### src/rtl/branch_predictor_controller_if.sv
// Lookup, resolve and predictor-table signals shared by the controller and its environment.
// master = fetch/execute/table side, slave = branch_predictor_controller.
interface branch_predictor_controller_if #(
  parameter int unsigned IDX_W = 7
);
  logic             lk_valid;
  logic             lk_ready;
  logic [31:0]      lk_pc;
  logic             pred_valid;
  logic             pred_taken;
  logic             rs_valid;
  logic             rs_ready;
  logic [31:0]      rs_pc;
  logic             rs_taken;
  logic             tbl_en;
  logic             tbl_we;
  logic [IDX_W-1:0] tbl_addr;
  logic [1:0]       tbl_wdata;
  logic [1:0]       tbl_rdata;
  logic             init_done;

  modport master (
    output lk_valid, lk_pc, rs_valid, rs_pc, rs_taken, tbl_rdata,
    input  lk_ready, pred_valid, pred_taken, rs_ready,
    input  tbl_en, tbl_we, tbl_addr, tbl_wdata, init_done
  );

  modport slave (
    input  lk_valid, lk_pc, rs_valid, rs_pc, rs_taken, tbl_rdata,
    output lk_ready, pred_valid, pred_taken, rs_ready,
    output tbl_en, tbl_we, tbl_addr, tbl_wdata, init_done
  );
endinterface

### src/rtl/branch_predictor_controller.sv
// Two-bit saturating-counter branch predictor controller driving an external single-port table.
// Resolves are queued in a small FIFO and applied as read-modify-write when the table is free.
module branch_predictor_controller #(
  parameter int unsigned IDX_W      = 7,
  parameter int unsigned FIFO_DEPTH = 4,
  parameter logic [1:0]  INIT_VAL   = 2'b10
) (
  input logic                          clk,
  input logic                          reset,
  branch_predictor_controller_if.slave bus
);

  localparam int unsigned PTR_W = (FIFO_DEPTH > 1) ? $clog2(FIFO_DEPTH) : 1;
  localparam int unsigned CNT_W = $clog2(FIFO_DEPTH + 1);

  typedef enum logic [2:0] {
    INIT,
    IDLE,
    LK_WAIT,
    UPD_RD,
    UPD_WR
  } state_e;

  state_e           state_q;
  logic [IDX_W-1:0] init_cnt_q;
  logic             init_done_q;
  logic             pred_valid_q;
  logic             pred_taken_q;
  logic [IDX_W-1:0] upd_idx_q;
  logic             upd_taken_q;

  logic [IDX_W:0]   fifo_mem [FIFO_DEPTH];
  logic [PTR_W-1:0] wr_ptr_q, wr_ptr_d;
  logic [PTR_W-1:0] rd_ptr_q, rd_ptr_d;
  logic [CNT_W-1:0] count_q, count_d;

  logic             fifo_full;
  logic             fifo_empty;
  logic [IDX_W-1:0] lk_idx;
  logic [IDX_W-1:0] rs_idx;
  logic             is_idle;
  logic             lk_ready;
  logic             rs_ready;
  logic             push;
  logic             start_lk;
  logic             start_upd;
  logic [1:0]       ctr_next;

  logic             tbl_en;
  logic             tbl_we;
  logic [IDX_W-1:0] tbl_addr;
  logic [1:0]       tbl_wdata;

  logic             unused_pc_bits;

  assign lk_idx = bus.lk_pc[IDX_W+1:2];
  assign rs_idx = bus.rs_pc[IDX_W+1:2];
  assign unused_pc_bits = ^{bus.lk_pc[31:IDX_W+2], bus.lk_pc[1:0],
                            bus.rs_pc[31:IDX_W+2], bus.rs_pc[1:0]};

  assign fifo_full  = (count_q == CNT_W'(FIFO_DEPTH));
  assign fifo_empty = (count_q == '0);
  assign is_idle    = (state_q == IDLE);

  assign lk_ready  = is_idle && init_done_q && !fifo_full;
  assign rs_ready  = init_done_q && !fifo_full;
  assign push      = bus.rs_valid && rs_ready;
  // A full queue pre-empts lookups so resolves can never stall forever.
  assign start_lk  = bus.lk_valid && lk_ready;
  assign start_upd = is_idle && (fifo_full || (!bus.lk_valid && !fifo_empty));

  always_comb begin
    ctr_next = bus.tbl_rdata;
    if (upd_taken_q) begin
      if (bus.tbl_rdata != 2'b11) ctr_next = bus.tbl_rdata + 2'd1;
    end else begin
      if (bus.tbl_rdata != 2'b00) ctr_next = bus.tbl_rdata - 2'd1;
    end
  end

  // Table command is combinational so a lookup read issues in its accept cycle.
  always_comb begin
    tbl_en    = 1'b0;
    tbl_we    = 1'b0;
    tbl_addr  = '0;
    tbl_wdata = '0;
    if (!reset) begin
      case (state_q)
        INIT: begin
          tbl_en    = 1'b1;
          tbl_we    = 1'b1;
          tbl_addr  = init_cnt_q;
          tbl_wdata = INIT_VAL;
        end
        IDLE: begin
          if (start_lk) begin
            tbl_en   = 1'b1;
            tbl_addr = lk_idx;
          end
        end
        UPD_RD: begin
          tbl_en   = 1'b1;
          tbl_addr = upd_idx_q;
        end
        UPD_WR: begin
          tbl_en    = 1'b1;
          tbl_we    = 1'b1;
          tbl_addr  = upd_idx_q;
          tbl_wdata = ctr_next;
        end
        default: ;
      endcase
    end
  end

  always_comb begin
    wr_ptr_d = wr_ptr_q;
    rd_ptr_d = rd_ptr_q;
    count_d  = count_q;
    if (push) wr_ptr_d = wr_ptr_q + PTR_W'(1);
    if (start_upd) rd_ptr_d = rd_ptr_q + PTR_W'(1);
    case ({push, start_upd})
      2'b10:   count_d = count_q + CNT_W'(1);
      2'b01:   count_d = count_q - CNT_W'(1);
      default: count_d = count_q;
    endcase
  end

  always_ff @(posedge clk) begin
    if (push) fifo_mem[wr_ptr_q] <= {rs_idx, bus.rs_taken};
  end

  always_ff @(posedge clk or posedge reset) begin
    if (reset) begin
      wr_ptr_q <= '0;
      rd_ptr_q <= '0;
      count_q  <= '0;
    end else begin
      wr_ptr_q <= wr_ptr_d;
      rd_ptr_q <= rd_ptr_d;
      count_q  <= count_d;
    end
  end

  always_ff @(posedge clk or posedge reset) begin
    if (reset) begin
      state_q      <= INIT;
      init_cnt_q   <= '0;
      init_done_q  <= 1'b0;
      pred_valid_q <= 1'b0;
      pred_taken_q <= 1'b0;
      upd_idx_q    <= '0;
      upd_taken_q  <= 1'b0;
    end else begin
      pred_valid_q <= 1'b0;
      pred_taken_q <= 1'b0;
      case (state_q)
        INIT: begin
          init_cnt_q <= init_cnt_q + IDX_W'(1);
          if (init_cnt_q == {IDX_W{1'b1}}) begin
            state_q     <= IDLE;
            init_done_q <= 1'b1;
          end
        end
        IDLE: begin
          if (start_upd) begin
            {upd_idx_q, upd_taken_q} <= fifo_mem[rd_ptr_q];
            state_q <= UPD_RD;
          end else if (start_lk) begin
            state_q <= LK_WAIT;
          end
        end
        LK_WAIT: begin
          pred_valid_q <= 1'b1;
          pred_taken_q <= bus.tbl_rdata[1];
          state_q      <= IDLE;
        end
        UPD_RD:  state_q <= UPD_WR;
        UPD_WR:  state_q <= IDLE;
        default: state_q <= INIT;
      endcase
    end
  end

  assign bus.lk_ready   = lk_ready;
  assign bus.rs_ready   = rs_ready;
  assign bus.pred_valid = pred_valid_q;
  assign bus.pred_taken = pred_taken_q;
  assign bus.init_done  = init_done_q;
  assign bus.tbl_en     = tbl_en;
  assign bus.tbl_we     = tbl_we;
  assign bus.tbl_addr   = tbl_addr;
  assign bus.tbl_wdata  = tbl_wdata;

endmodule
### src/flat_wrapper.sv
// flat-port wrapper written by rule: the top's interface ports become plain ports
module branch_predictor_controller_flat 
#(
  parameter int unsigned IDX_W      = 7,
  parameter int unsigned FIFO_DEPTH = 4,
  parameter logic [1:0]  INIT_VAL   = 2'b10
)
  (clk, reset, bus_lk_valid, bus_lk_pc, bus_rs_valid, bus_rs_pc, bus_rs_taken, bus_tbl_rdata, bus_lk_ready, bus_pred_valid, bus_pred_taken, bus_rs_ready, bus_tbl_en, bus_tbl_we, bus_tbl_addr, bus_tbl_wdata, bus_init_done);
  branch_predictor_controller_if #(.IDX_W(IDX_W)) bus_i ();
  input logic clk;
  input logic reset;
  input wire logic [$bits(bus_i.lk_valid)-1:0] bus_lk_valid;
  input wire logic [$bits(bus_i.lk_pc)-1:0] bus_lk_pc;
  input wire logic [$bits(bus_i.rs_valid)-1:0] bus_rs_valid;
  input wire logic [$bits(bus_i.rs_pc)-1:0] bus_rs_pc;
  input wire logic [$bits(bus_i.rs_taken)-1:0] bus_rs_taken;
  input wire logic [$bits(bus_i.tbl_rdata)-1:0] bus_tbl_rdata;
  output wire logic [$bits(bus_i.lk_ready)-1:0] bus_lk_ready;
  output wire logic [$bits(bus_i.pred_valid)-1:0] bus_pred_valid;
  output wire logic [$bits(bus_i.pred_taken)-1:0] bus_pred_taken;
  output wire logic [$bits(bus_i.rs_ready)-1:0] bus_rs_ready;
  output wire logic [$bits(bus_i.tbl_en)-1:0] bus_tbl_en;
  output wire logic [$bits(bus_i.tbl_we)-1:0] bus_tbl_we;
  output wire logic [$bits(bus_i.tbl_addr)-1:0] bus_tbl_addr;
  output wire logic [$bits(bus_i.tbl_wdata)-1:0] bus_tbl_wdata;
  output wire logic [$bits(bus_i.init_done)-1:0] bus_init_done;
  assign bus_i.lk_valid = bus_lk_valid;
  assign bus_i.lk_pc = bus_lk_pc;
  assign bus_i.rs_valid = bus_rs_valid;
  assign bus_i.rs_pc = bus_rs_pc;
  assign bus_i.rs_taken = bus_rs_taken;
  assign bus_i.tbl_rdata = bus_tbl_rdata;
  assign bus_lk_ready = bus_i.lk_ready;
  assign bus_pred_valid = bus_i.pred_valid;
  assign bus_pred_taken = bus_i.pred_taken;
  assign bus_rs_ready = bus_i.rs_ready;
  assign bus_tbl_en = bus_i.tbl_en;
  assign bus_tbl_we = bus_i.tbl_we;
  assign bus_tbl_addr = bus_i.tbl_addr;
  assign bus_tbl_wdata = bus_i.tbl_wdata;
  assign bus_init_done = bus_i.init_done;
  branch_predictor_controller #(.IDX_W(IDX_W), .FIFO_DEPTH(FIFO_DEPTH), .INIT_VAL(INIT_VAL)) u_core (.clk(clk), .reset(reset), .bus(bus_i));
endmodule
### config.mk
export PLATFORM = sky130hd
export DESIGN_NAME = branch_predictor_controller_flat
export DESIGN_NICKNAME = d
export VERILOG_FILES = /design/src/rtl/branch_predictor_controller_if.sv /design/src/rtl/branch_predictor_controller.sv /design/src/flat_wrapper.sv
export SDC_FILE = /design/constraint.sdc
export NUM_CORES = 1
export LEC_CHECK = 0
export ABC_AREA = 1
export CORE_MARGIN = 2
export CORE_UTILIZATION = 51
export CTS_BUF_LIST = sky130_fd_sc_hd__clkbuf_16
export DETAILED_ROUTE_END_ITERATION = 8
export MAX_ROUTING_LAYER = met4
export PLACE_DENSITY_LB_ADDON = 0.12
export SYNTH_ARGS = -nofsm -noshare
export SYNTH_HDL_FRONTEND = slang
export SYNTH_SLANG_ARGS = --single-unit
### constraint.sdc
create_clock -name clk -period 4.4 [get_ports clk]
set_clock_uncertainty 0.05 [all_clocks]
set_input_delay 0.44 -clock clk [delete_from_list [all_inputs] [get_ports clk]]
set_output_delay 0.44 -clock clk [all_outputs]
set_load 0.02 [all_outputs]
* Word-level counts from Yosys, hierarchy flattened
Memories as Yosys holds them, arrays and structs flattened. A register that Yosys moved wholly into a read port is not among the register bits.
Cells that the tools add are included.
** Word-level totals
- Flip-flop bits (word level) :: 20
- Memory bits (writable) :: 32
- Input bits :: 71
- Output and inout bits :: 16
- Logic and storage cells :: 71
- Memories kept :: 1
** Cells by class
- Add/sub/neg operators :: 7
- Equality and inequality tests :: 11
- Multiplexer cells :: 22
- Reductions and logical operators :: 22
** Memories
- u_core.fifo_mem :: words 4, bits a word 8, rd ports 1, clocked after Yosys merged registers in 1, wr ports 1, RTL line branch_predictor_controller.sv:32 : logic [IDX_W:0] fifo_mem [FIFO_DEPTH];
** Operators with widths (number)
- case mux 7 bit (3 select lines) :: 1
- two-way mux 7 bit :: 2
- case mux 3 bit (4 select lines) :: 1
- two-way mux 3 bit :: 3
- two-way mux 1 bit :: 8
- two-way mux 2 bit :: 4
- adder 7 x 1 -> 7 bit (second input constant) :: 1
- equality test 7 bit (second input constant) :: 1
- logical AND 1 bit :: 7
- adder 2 x 1 -> 2 bit (second input constant) :: 3
- equality test 3 x 2 -> 1 bit (second input constant) :: 2
- equality test 3 bit (second input constant) :: 2
- zero test 3 bit :: 2
- case mux 3 bit (2 select lines) :: 1
- AND reduction 2 bit :: 3
- OR reduction 2 bit :: 3
- case mux 2 bit (2 select lines) :: 1
- nonzero test 2 bit :: 2
- adder 3 x 1 -> 3 bit (second input constant) :: 1
- equality test 3 x 1 -> 1 bit (second input constant) :: 1
- zero test 1 bit :: 3
- != test 3 bit (second input constant) :: 1
- OR reduction 3 bit :: 1
- subtractor 3 x 1 -> 3 bit (second input constant) :: 1
- other kinds (7) :: 7

* Longest topological paths before layout
Gate-level depths: netlist (run 1).
- Word-level depth :: 7
- Mapped depth :: 13
- Mapped depth without buffers :: 11

* Worst setup path before layout (run 1)
OpenSTA, ideal clock, no wires.
- Kind :: input to register
- Start point :: input bus_lk_valid
- End point :: register u_core.count_q[2]
- Setup time :: 124 ps
- Arrival :: 1933 ps
- Required time :: 4226 ps
- Setup slack :: 2293 ps
- Stages on the path :: 13
- Buffers on the path :: 2
- Cells stage by stage :: buf_4 > inv_1 > o21ai_0 > nand2_2 > nand2_2 > inv_2 > buf_6 > ha_1 > inv_1 > fa_1 > a21oi_1 > o21ai_0 > xnor2_1
** On the way
- Word-level cells in the longest chain between the ends :: 6
- Elaborated cells between the ends (all ways) :: 8
- Classes of those cells :: eq/ne (2); mux (1); reduce/logical (5)
** RTL lines
- start: declaration :: RTL line flat_wrapper.sv:12 : input wire logic [$bits(bus_i.lk_valid)-1:0] bus_lk_valid;
- zero test 1 bit (*) :: RTL line branch_predictor_controller.sv:70 : assign start_upd = is_idle && (fifo_full || (!bus.lk_valid && !fifo_empty));
- logical AND 1 bit (*) :: RTL line branch_predictor_controller.sv:70
- logical OR 1 bit (*) :: RTL line branch_predictor_controller.sv:70
- logical AND 1 bit (*) :: RTL line branch_predictor_controller.sv:70
- net u_core.start_upd :: RTL line branch_predictor_controller.sv:46 : logic start_upd;
- equality test 2 x 1 -> 1 bit or equality test 2 bit (tied branches) :: RTL line branch_predictor_controller.sv:122 : case ({push, start_upd})
- case mux 3 bit (2 select lines) or nonzero test 2 bit (tied branches)
- end signal: assignment :: RTL line branch_predictor_controller.sv:141 : count_q <= count_d;
- end: declaration :: RTL line branch_predictor_controller.sv:35 : logic [CNT_W-1:0] count_q, count_d;
Mark *: on every way through the listed nets, which the timed path passes. The rest lies on a longest branch.
A chain may end at the register's enable or synchronous reset.

* Final worst setup path (run 1)
- Start point :: register u_core.state_q[0]
- End point :: output bus_tbl_addr[0]
** On the way
- Word-level cells in the longest chain between the ends :: 7
- Elaborated cells between the ends (all ways) :: 11
- Classes of those cells :: eq/ne (3); mux (3); reduce/logical (5)
** RTL lines
- start: declaration :: RTL line branch_predictor_controller.sv:24 : state_e state_q;
- start signal: assignment :: RTL line branch_predictor_controller.sv:147 : state_q <= INIT;
- start signal: assignment :: RTL line branch_predictor_controller.sv:161 : state_q <= IDLE;
- start signal: assignment :: RTL line branch_predictor_controller.sv:168 : state_q <= UPD_RD;
- equality test 3 x 1 -> 1 bit :: RTL line branch_predictor_controller.sv:63, branch_predictor_controller.sv:88
- logical AND 1 bit (2 in a row) :: RTL line branch_predictor_controller.sv:65 : assign lk_ready = is_idle && init_done_q && !fifo_full;
- logical AND 1 bit :: RTL line branch_predictor_controller.sv:69 : assign start_lk = bus.lk_valid && lk_ready;
- two-way mux 7 bit :: RTL line branch_predictor_controller.sv:96 : if (start_lk) begin
- case mux 7 bit (3 select lines) (*) :: RTL line branch_predictor_controller.sv:88 : case (state_q)
- two-way mux 7 bit (*) :: RTL line branch_predictor_controller.sv:87 : if (!reset) begin
- end: declaration :: RTL line flat_wrapper.sv:24 : output wire logic [$bits(bus_i.tbl_addr)-1:0] bus_tbl_addr;
Mark *: on every way between the ends. The rest lies on a longest branch, timed or not.

==> flow_summary_export.csv, run 1 <==
group,metric,value,unit
run_status,outcome,"finished clean",
job,maxCapViolCount,0,
synth,synth_compound_area_share,10.7,%
synth,yosys_warnings,0,
finish,fill_cells,445,
synth,synthCells,281,
synth,ys_seq_area_share,57.7,%
worst_setup_path,end_kind,"output pin",
worst_setup_path,cp_top_family,"buffers and inverters",
finish,drive_gt1_share,14.2,%
sta,worst_slew_pin_slew,1080,ps
synth,synth_nets,359,
floorplanning,die-area,6260,µm²
synth,synth_top_family_by_area,"simple AND/OR/NAND/NOR gates",
worst_setup_path,path_buf_inv,1,
synth,ys_types,31,
sta,relSlewSlack,27.8,%
worst_setup_path,regToRegStartpoint,"u_core.state_q[0]",
routing,drt-pass1-iter-count,6,
sta,fin_crit,2730,ps
finish,antenna_cells,0,
power_and_ir_drop,p_total,1.39,mW
finish,area_delta_synth_final,24.0,%
synth,synthMuxAreaShare,0,%
worst_setup_path,critPathMaxStageDelay,620,ps
worst_setup_path,r2r_end,"u_core.count_q[2]",
routing,vias_per_cell,5.24,
synth,synthXorXnorAreaFrac,2.13,%
synth,synth-simple-area-share,18.9,%
worst_setup_path,crit_fanout,13,
grt,grt_most_used_layer,"met2",
power_and_ir_drop,pwr-share-seq,42.8,%
synth,yosysTopAreaCellShare,33.4,%
clock_tree,cts_tree,"yes",
synth,ys_top_cells_by_area,"edfxtp_1 (33%), dfrtp_1 (24%), nand2_1 (5.3%)",
worst_setup_path,r2r_slack,2010,ps
min_path,min_to,"u_core.upd_idx_q[5]",
clock_tree,clk-insertion-delay-late,320,ps
clock_tree,post-cts-setup-buffers,0,
min_path,hold_path.class,"register to register",
clock_tree,cts_hold_buf,0,
power_and_ir_drop,pwr-share-clk,54.2,%
min_path,min_from,"u_core.upd_idx_q[5]",
min_path,hold_depth,2,
power_and_ir_drop,power_leakage,1.46,nW
power_and_ir_drop,powerDensity,388,nW/µm²
placed_design,place.gp.congestion,0.831,
sta,grt_setup_unrepaired,"no",
synth,synth_area,2880,µm²
floorplanning,io_pins,87,
routing,vias,2077,
grt,grt_start_max_net_pins,29,
clock_tree,cts.sinks,60,
finish,final_common_cell,"nand2_1",
grt,grt_use_met3,3.75,%
placed_design,io_buffers,36,
sta,fin_crit_sh,62.1,%
floorplanning,core,5470,µm²
grt,grt_pass1_vias,1953,
routing,wl,5.49,mm
finish,layout.nets,397,
routing,drtAntennaViolNets,0,
power_and_ir_drop,intPower,1.11,mW
grt,grt_util_met2,31.4,%
grt,grt_pass1_wl,9.32,mm
floorplanning,num_rows,27,
finish,multi_input_area,1010,µm²
power_and_ir_drop,power.switching,0.273,mW
finish,seq_area,1660,µm²
routing,detail_route.wl_per_cell,13.9,µm
finish,mostFrequentLayoutCells,"nand2_1 (41), clkdlybuf4s50_1 (36), edfxtp_1 (32)",
clock_tree,cts_resized,0,
sta,finalSetupViolCount,0,
synth,synth_fa_ha_area_share,3.30,%
sta,whs,440,ps
worst_setup_path,cpMostUsedCell,"a21oi_1",
synth,synth_top_area_cell,"edfxtp_1",
grt,antenna_found_initial,0,
placed_design,place_inst,380,
clock_tree,h-tree-depth,3,
worst_setup_path,crit_chain,"nor2_4, nand2_2, nor2_1, a21oi_1, a21oi_1, clkdlybuf4s50_1",
floorplanning,die_w,79.1,µm
power_and_ir_drop,ir_worst_vdd,0.494,mV
power_and_ir_drop,pwr-share-comb,3.0,%
finish,final_util,65.2,%
synth,ys_ff_latch,60,
power_and_ir_drop,switching_share,19.7,%
floorplanning,die_h,79.1,µm
sta,timing.fmax,366,MHz
grt,overflow,0,
grt,track_usage,20.3,%
clock_tree,cts.clk_slew.worst_paths,60,ps
routing,drt_iter0_drc,126,
clock_tree,cts_buffer_depth,2,
grt,use_met1,25.7,%
worst_setup_path,r2r_cells,10,
sta,fin_setup_tns,0,ps
routing,drc,0,
finish,stdcell_count,396,
clock_tree,cts_buffers,9,
worst_setup_path,required,3910,ps
worst_setup_path,slowest_stage,"clkdlybuf4s50_1",
worst_setup_path,critPathLaunchType,"register",
worst_setup_path,cp_data_arrival_time,2240,ps
clock_tree,root_buffer,"clkbuf_16",
placed_design,hpwlAfterDp,3.61,mm
floorplanning,start_util,52.6,%
worst_setup_path,path_class,"register to output pin",
sta,finalMaxSlewViolations,0,
sta,finalHoldViolCount,0,
synth,synth_area_per_cell,10.2,µm²
state kept, by name (all words and copies together) (netlist names):
name and count:
u_core.init_cnt_q 7, u_core.rd_ptr_q 2, u_core.fifo_mem 32, u_core.bus.pred_valid 1, u_core.bus.init_done 1, u_core.upd_taken_q 1
u_core.count_q 3, u_core.bus.pred_taken 1, u_core.upd_idx_q 7, u_core.state_q 3, u_core.wr_ptr_q 2
Yosys cell counts:
cell / count
a21oi_1: 19
a21oi_2: 5
and3_1: 1
buf_2: 1
buf_4: 1
buf_6: 6
clkbuf_1: 1
dfrtp_1: 28
edfxtp_1: 32
fa_1: 1
ha_1: 6
inv_1: 29
inv_2: 4
nand2_1: 41
nand2_2: 4
nand2_4: 2
nand3_1: 3
nand3_2: 3
nand4_1: 10
nor2_1: 29
nor2_2: 7
nor2_4: 4
nor3_1: 5
nor4_1: 1
o211ai_1: 1
o21ai_0: 21
o21ai_1: 1
o21ai_2: 1
o22ai_1: 7
xnor2_1: 2
xor2_1: 5
worst max-delay path by stage:
stage / start / end / slack [ps] / cells past startpoint
final: u_core.state_q[0] / bus_tbl_addr[0] / 1670 / 6
after global routing: bus_lk_valid / u_core.count_q[2] / 1520 / 12
after CTS: u_core.state_q[0] / bus_tbl_addr[2] / 1660 / 6
after detailed placement: bus_lk_valid / u_core.count_q[2] / 1450 / 12
after global placement: bus_lk_valid / u_core.count_q[2] / 1460 / 12
after floorplan: bus_lk_valid / u_core.count_q[2] / 2290 / 13
cells by family (layout without fill, tap and decap cells):
| family | after synthesis | count (layout) |
|---|---|---|
| and+or+nand+nor | 110 | 110 |
| DFF | 60 | 60 |
| AOI/OAI and AO/OA | 55 | 55 |
| buffers and inverters | 42 | 85 |
| adders and majority gates | 7 | 7 |
| xor gates and xnor gates | 7 | 7 |
power by group through the flow:
stage | Sequential [mW] | Combinational, mW | Clock (mW)
final | 0.593 | 0.0417 | 0.751
after global routing | 0.593 | 0.0457 | 0.788
after CTS | 0.593 | 0.0422 | 0.760
after detailed placement | 0.604 | 0.0420 | 0
after global placement | 0.604 | 0.0417 | 0
after floorplan | 0.604 | 0.0134 | 0
through the flow:
step                setup slack, ps  area, µm²
floorplan                      2290       2880
global placement               1460       3250
detailed placement             1450       3250
CTS                            1660       3570
global route                   1520       3570
finish                         1670       3570
per-layer routing:
metal	wire, µm	share of wire (%)
met5	0	0
met4	65	1.2
met3	230	4.2
met2	2810	51
met1	2390	43
worst reg2reg max path, delay by kind of cell (launching register included):
kind	cells	cell delay [ps]
fa+ha+maj	2	550
flops	1	530
simple gates	3	470
buf+inv	2	300
compound gates	2	250
xor+xnor	1	130
area by class of cell:
| class | count | area share (%) |
|---|---|---|
| Clock buffer | 9 | 6.31 |
| Sequential cell | 60 | 46.5 |
| Inverter | 33 | 3.47 |
| Timing Repair Buffer | 36 | 10.1 |
| Multi-Input combinational cell | 179 | 28.3 |
| Clock inverter | 7 | 2.80 |
| Tap cell | 72 | 2.52 |
Note: power is estimated with default switching activity, not from simulation.
==> run 2: changes to the inputs <==
Settings changed: CORE_UTILIZATION 51 to 47.
Clock period 4.4 ns to 2.8 ns, I/O delays scaled along.
==> flow_summary_export.csv, run 2 (synthesis gave the netlist of run 1 again) <==
group,metric,value,unit
power_and_ir_drop,pwr-share-clk,54.1,%
clock_tree,cts_hold_buf,0,
clock_tree,cts_buffers,9,
job,maxCapViolCount,0,
clock_tree,cts.sinks,60,
power_and_ir_drop,power.switching,0.427,mW
worst_setup_path,r2r_cells,11,
min_path,hold_path.class,"register to register",
placed_design,hpwlAfterDp,3.95,mm
finish,antenna_cells,0,
worst_setup_path,required,2470,ps
finish,multi_input_area,1010,µm²
sta,grt_setup_unrepaired,"no",
finish,area_delta_synth_final,26.2,%
placed_design,place.gp.congestion,0.802,
clock_tree,cts_tree,"yes",
power_and_ir_drop,p_total,2.18,mW
min_path,min_to,"u_core.upd_idx_q[0]",
finish,layout.nets,405,
sta,fin_ws,210,ps
routing,wl,5.78,mm
clock_tree,cts_resized,0,
routing,drc,0,
routing,vias,2046,
clock_tree,root_buffer,"clkbuf_16",
placed_design,io_buffers,36,
sta,worst_slew_pin_slew,525,ps
worst_setup_path,critPathMaxStageDelay,630,ps
finish,final_area,3630,µm²
worst_setup_path,r2r_end,"u_core.count_q[2]",
finish,largest_register,"u_core.fifo_mem",
worst_setup_path,cp_data_arrival_time,2260,ps
floorplanning,die_h,82.3,µm
finish,drive_gt1_share,16.3,%
power_and_ir_drop,powerDensity,599,nW/µm²
floorplanning,io_pins,87,
worst_setup_path,crit_fanout,13,
grt,overflow,0,
finish,mostFrequentLayoutCells,"nand2_1 (41), clkdlybuf4s50_1 (36), edfxtp_1 (32)",
floorplanning,core,5920,µm²
worst_setup_path,path_class,"register to output pin",
finish,reg.largest.list,"u_core.fifo_mem x32, u_core.init_cnt_q x7, u_core.upd_idx_q x7",
clock_tree,cts_buffer_depth,2,
sta,fin_crit_sh,92.5,%
sta,fin_crit,2590,ps
worst_setup_path,r2r_slack,670,ps
floorplanning,die-area,6770,µm²
worst_setup_path,cpMostUsedCell,"a21oi_1",
placed_design,placed_area,3310,µm²
sta,finalHoldViolCount,0,
clock_tree,h-tree-depth,3,
sta,relSlewSlack,65.0,%
placed_design,dp_slack,348,ps
run_status,outcome,"finished clean",
sta,timing.fmax,386,MHz
routing,vias_per_cell,5.03,
power_and_ir_drop,switching_share,19.6,%
grt,grt_pass1_vias,2007,
routing,drt-pass1-iter-count,4,
grt,antenna_found_initial,0,
worst_setup_path,end_kind,"output pin",
min_path,hold_depth,2,
finish,final_common_cell,"nand2_1",
sta,finalMaxSlewViolations,0,
clock_tree,clk-insertion-delay-late,320,ps
power_and_ir_drop,power_leakage,1.51,nW
power_and_ir_drop,pwr-share-seq,42.8,%
power_and_ir_drop,pwr-share-comb,3.1,%
power_and_ir_drop,ir_worst_vdd,0.454,mV
finish,final_util,61.4,%
floorplanning,num_rows,28,
floorplanning,die_w,82.3,µm
routing,drtAntennaViolNets,0,
worst_setup_path,slowest_stage,"clkdlybuf4s50_1",
routing,drt_iter0_drc,119,
sta,fin_setup_tns,0,ps
power_and_ir_drop,intPower,1.75,mW
worst_setup_path,crit_chain,"nor2_4, nand2_2, nor2_1, a21oi_1, a21oi_1, clkdlybuf4s50_1",
min_path,min_from,"u_core.upd_idx_q[0]",
worst_setup_path,regToRegStartpoint,"u_core.count_q[0]",
sta,finalSetupViolCount,0,
clock_tree,post-cts-setup-buffers,0,
clock_tree,cts.clk_slew.worst_paths,50,ps
floorplanning,start_util,48.6,%
grt,track_usage,19.9,%
worst_setup_path,critPathLaunchType,"register",
grt,grt_start_max_net_pins,25,
grt,grt_pass1_wl,9.47,mm
finish,seq_area,1660,µm²
worst_setup_path,worstSetupStartpoint,"u_core.state_q[0]",
routing,detail_route.wl_per_cell,14.2,µm
finish,fill_cells,513,
finish,largest_reg_flops,32,
==> run 2: routing by layer <==
metal,wire length (µm),vias up,share of wire [%],global-route usage [%]
met3,256,7,4.4,5.11
met1,2580,960,45,22.5
met4,72,0,1.2,7.00
met5,0,-,0,-
met2,2870,44,50,34.1
li1,-,1035,-,-
==> run 2: area by class of cell <==
| cell class | instances | share of cell area [%] |
|---|---|---|
| Tap cell | 75 | 2.58 |
| Sequential cell | 60 | 45.7 |
| Inverter | 33 | 3.41 |
| Multi-Input combinational cell | 179 | 27.8 |
| Clock inverter | 7 | 2.72 |
| Clock buffer | 9 | 6.20 |
| Timing Repair Buffer | 44 | 11.6 |
==> run 2: stage by stage <==
step	hold slack, ps	cells
3_5_place_dp	416	391
2_1_floorplan	329	281
4_1_cts	433	407
6_report	437	407
3_3_place_gp	419	391
5_1_grt	468	407
==> run 2: critical path: cells and delay by family, from the launching register on <==
kind            cells  cell delay, ps
buf+inv             1             630
simple gates        3             600
flops               1             490
compound gates      2             220
==> run 2: worst max path at each step <==
stage,end,cells past startpoint
6_report,bus_tbl_addr[2],6
2_1_floorplan,u_core.count_q[2],12
3_3_place_gp,u_core.count_q[2],12
4_1_cts,bus_tbl_addr[2],6
5_1_grt,bus_tbl_addr[2],6
3_5_place_dp,u_core.count_q[2],12
==> run 2: power by group through the flow <==
stage	sequential, mW	clock (mW)	combinational (mW)
final	0.932	1.18	0.0670
after global routing	0.931	1.25	0.0726
after CTS	0.932	1.19	0.0678
after detailed placement	0.949	0	0.0674
after global placement	0.949	0	0.0674
after floorplan	0.949	0	0.0210
==> run 3: changes to the inputs <==
Settings changed: CORE_UTILIZATION 47 to 35, GPL_ROUTABILITY_DRIVEN set to 0.
==> flow_summary_export.csv, run 3 (synthesis gave the netlist of run 1 again) <==
group,metric,value,unit
finish,fill_cells,806,
worst_setup_path,cp_data_arrival_time,2270,ps
job,maxCapViolCount,0,
sta,relSlewSlack,65.2,%
worst_setup_path,end_kind,"output pin",
sta,finalMaxSlewViolations,0,
clock_tree,cts_resized,0,
floorplanning,die_w,94.7,µm
floorplanning,num_rows,33,
sta,grt_setup_unrepaired,"no",
clock_tree,cts_hold_buf,0,
worst_setup_path,path_class,"register to output pin",
finish,largest_reg_flops,32,
worst_setup_path,slowest_stage,"clkdlybuf4s50_1",
sta,fin_crit,2600,ps
finish,reg.largest.list,"u_core.fifo_mem x32, u_core.init_cnt_q x7, u_core.upd_idx_q x7",
power_and_ir_drop,powerDensity,581,nW/µm²
finish,mostFrequentLayoutCells,"nand2_1 (41), clkdlybuf4s50_1 (36), edfxtp_1 (32)",
worst_setup_path,cp_top_family,"buffers and inverters",
routing,detail_route.wl_per_cell,13.4,µm
sta,finalSetupViolCount,0,
sta,fin_crit_sh,93.0,%
clock_tree,clk-insertion-delay-late,330,ps
routing,drt_iter0_drc,109,
power_and_ir_drop,switching_share,21.4,%
worst_setup_path,required,2470,ps
power_and_ir_drop,pwr-share-seq,43.8,%
power_and_ir_drop,ir_worst_vdd,0.283,mV
worst_setup_path,crit_chain,"nor2_4, nand2_2, nor2_1, a21oi_1, a21oi_1, clkdlybuf4s50_1",
floorplanning,die_h,94.7,µm
finish,drive_gt1_share,16.5,%
grt,track_usage,15.0,%
finish,final_common_cell,"nand2_1",
clock_tree,cts_buffers,9,
finish,antenna_cells,0,
sta,finalHoldViolCount,0,
clock_tree,cts_tree,"yes",
grt,overflow,0,
grt,grt_pass1_vias,2006,
clock_tree,cts.sinks,60,
clock_tree,cts_buffer_depth,2,
finish,largest_register,"u_core.fifo_mem",
worst_setup_path,path_buf_inv,1,
routing,wl,5.85,mm
routing,drtAntennaViolNets,0,
grt,grt_pass1_wl,9.71,mm
floorplanning,start_util,35.6,%
finish,layout.nets,406,
worst_setup_path,critPathMaxStageDelay,620,ps
routing,drt-pass1-iter-count,4,
placed_design,hpwlAfterDp,4.07,mm
power_and_ir_drop,intPower,1.67,mW
min_path,hold_path.class,"register to register",
worst_setup_path,critPathLaunchType,"register",
sta,worst_slew_pin_slew,522,ps
worst_setup_path,crit_fanout,13,
floorplanning,io_pins,87,
power_and_ir_drop,power.switching,0.456,mW
finish,area_delta_synth_final,27.2,%
worst_setup_path,cpMostUsedCell,"a21oi_1",
sta,timing.fmax,384,MHz
clock_tree,h-tree-depth,3,
floorplanning,die-area,8970,µm²
routing,vias_per_cell,4.69,
placed_design,io_buffers,36,
clock_tree,root_buffer,"clkbuf_16",
clock_tree,post-cts-setup-buffers,0,
grt,grt_start_max_net_pins,19,
floorplanning,core,8090,µm²
power_and_ir_drop,pwr-share-clk,52.9,%
run_status,outcome,"finished clean",
sta,fin_setup_tns,0,ps
clock_tree,cts.clk_slew.worst_paths,50,ps
routing,drc,0,
grt,antenna_found_initial,0,
power_and_ir_drop,p_total,2.13,mW
power_and_ir_drop,power_leakage,1.50,nW
routing,vias,2056,
power_and_ir_drop,pwr-share-comb,3.3,%
==> run 3: changes by cell type in the layout (fill, tap and decap cells not counted) <==
cell | previous run | this run
clkinv_4 | 2 | 1
buf_4 | 8 | 9
clkinv_2 | 1 | 0
bufinv_16 | 2 | 1
inv_6 | 1 | 4
==> run 3: power by group through the flow <==
stage	registers [mW]	logic, mW	clock network (mW)
4_1_cts	0.932	0.0710	1.14
3_5_place_dp	0.949	0.0707	0
3_3_place_gp	0.949	0.0706	0
5_1_grt	0.931	0.0756	1.19
6_report	0.932	0.0693	1.13
2_1_floorplan	0.949	0.0210	0
==> run 3: cell type report <==
| class | count | area [µm²] | area share (%) |
|---|---|---|---|
| Clock buffer | 9 | 225 | 6.15 |
| Tap cell | 105 | 131 | 3.59 |
| Multi-Input combinational cell | 179 | 1010 | 27.6 |
| Timing Repair Buffer | 45 | 428 | 11.7 |
| Clock inverter | 7 | 81.3 | 2.22 |
| Inverter | 33 | 124 | 3.38 |
| Sequential cell | 60 | 1660 | 45.4 |
==> run 3: path summary, 6_finish.rpt <==
path                            cells after the start                    end  slack (ps)                 from
max in group asynchronous                           3    u_core.upd_idx_q[6]        1920                reset
min in group asynchronous                           3  u_core.bus.pred_taken         600                reset
worst min register to register                      2    u_core.upd_idx_q[1]         430  u_core.upd_idx_q[1]
worst max register to register                     11      u_core.count_q[2]         550    u_core.count_q[0]
worst max-delay path                                6        bus_tbl_addr[0]         200    u_core.state_q[0]
worst min-delay path                                2    u_core.upd_idx_q[1]         430  u_core.upd_idx_q[1]
==> run 3: metal layers <==
layer / share of wire (%) / global-route usage, %
met5: 0 / -
met4: 2.1 / 7.97
met3: 3.5 / 3.59
met2: 48 / 24.0
met1: 46 / 17.6
==> run 3: per-stage QoR <==
step | cells | instance area, µm² | worst slack (ps) | utilization [%] | hold slack, ps
finish | 438 | 3660 | 195 | 45.2 | 434
global route | 438 | 3660 | 39.7 | 45.2 | 472
CTS | 438 | 3660 | 178 | 45.2 | 437
detailed placement | 422 | 3350 | 383 | 41.5 | 420
global placement | 422 | 3350 | 423 | 41.5 | 418
floorplan | 281 | 2880 | 751 | - | 329
==> run 3: worst reg2reg max path, cell delays in order (launching register included) <==
cell and delay, ps:
dfrtp_1 430, nor2_2 170, nand2_4 130, nand2_2 120
nand2_2 60, inv_2 180, ha_1 190, inv_1 70
fa_1 370, a21oi_1 140, o21ai_0 110, xnor2_1 130
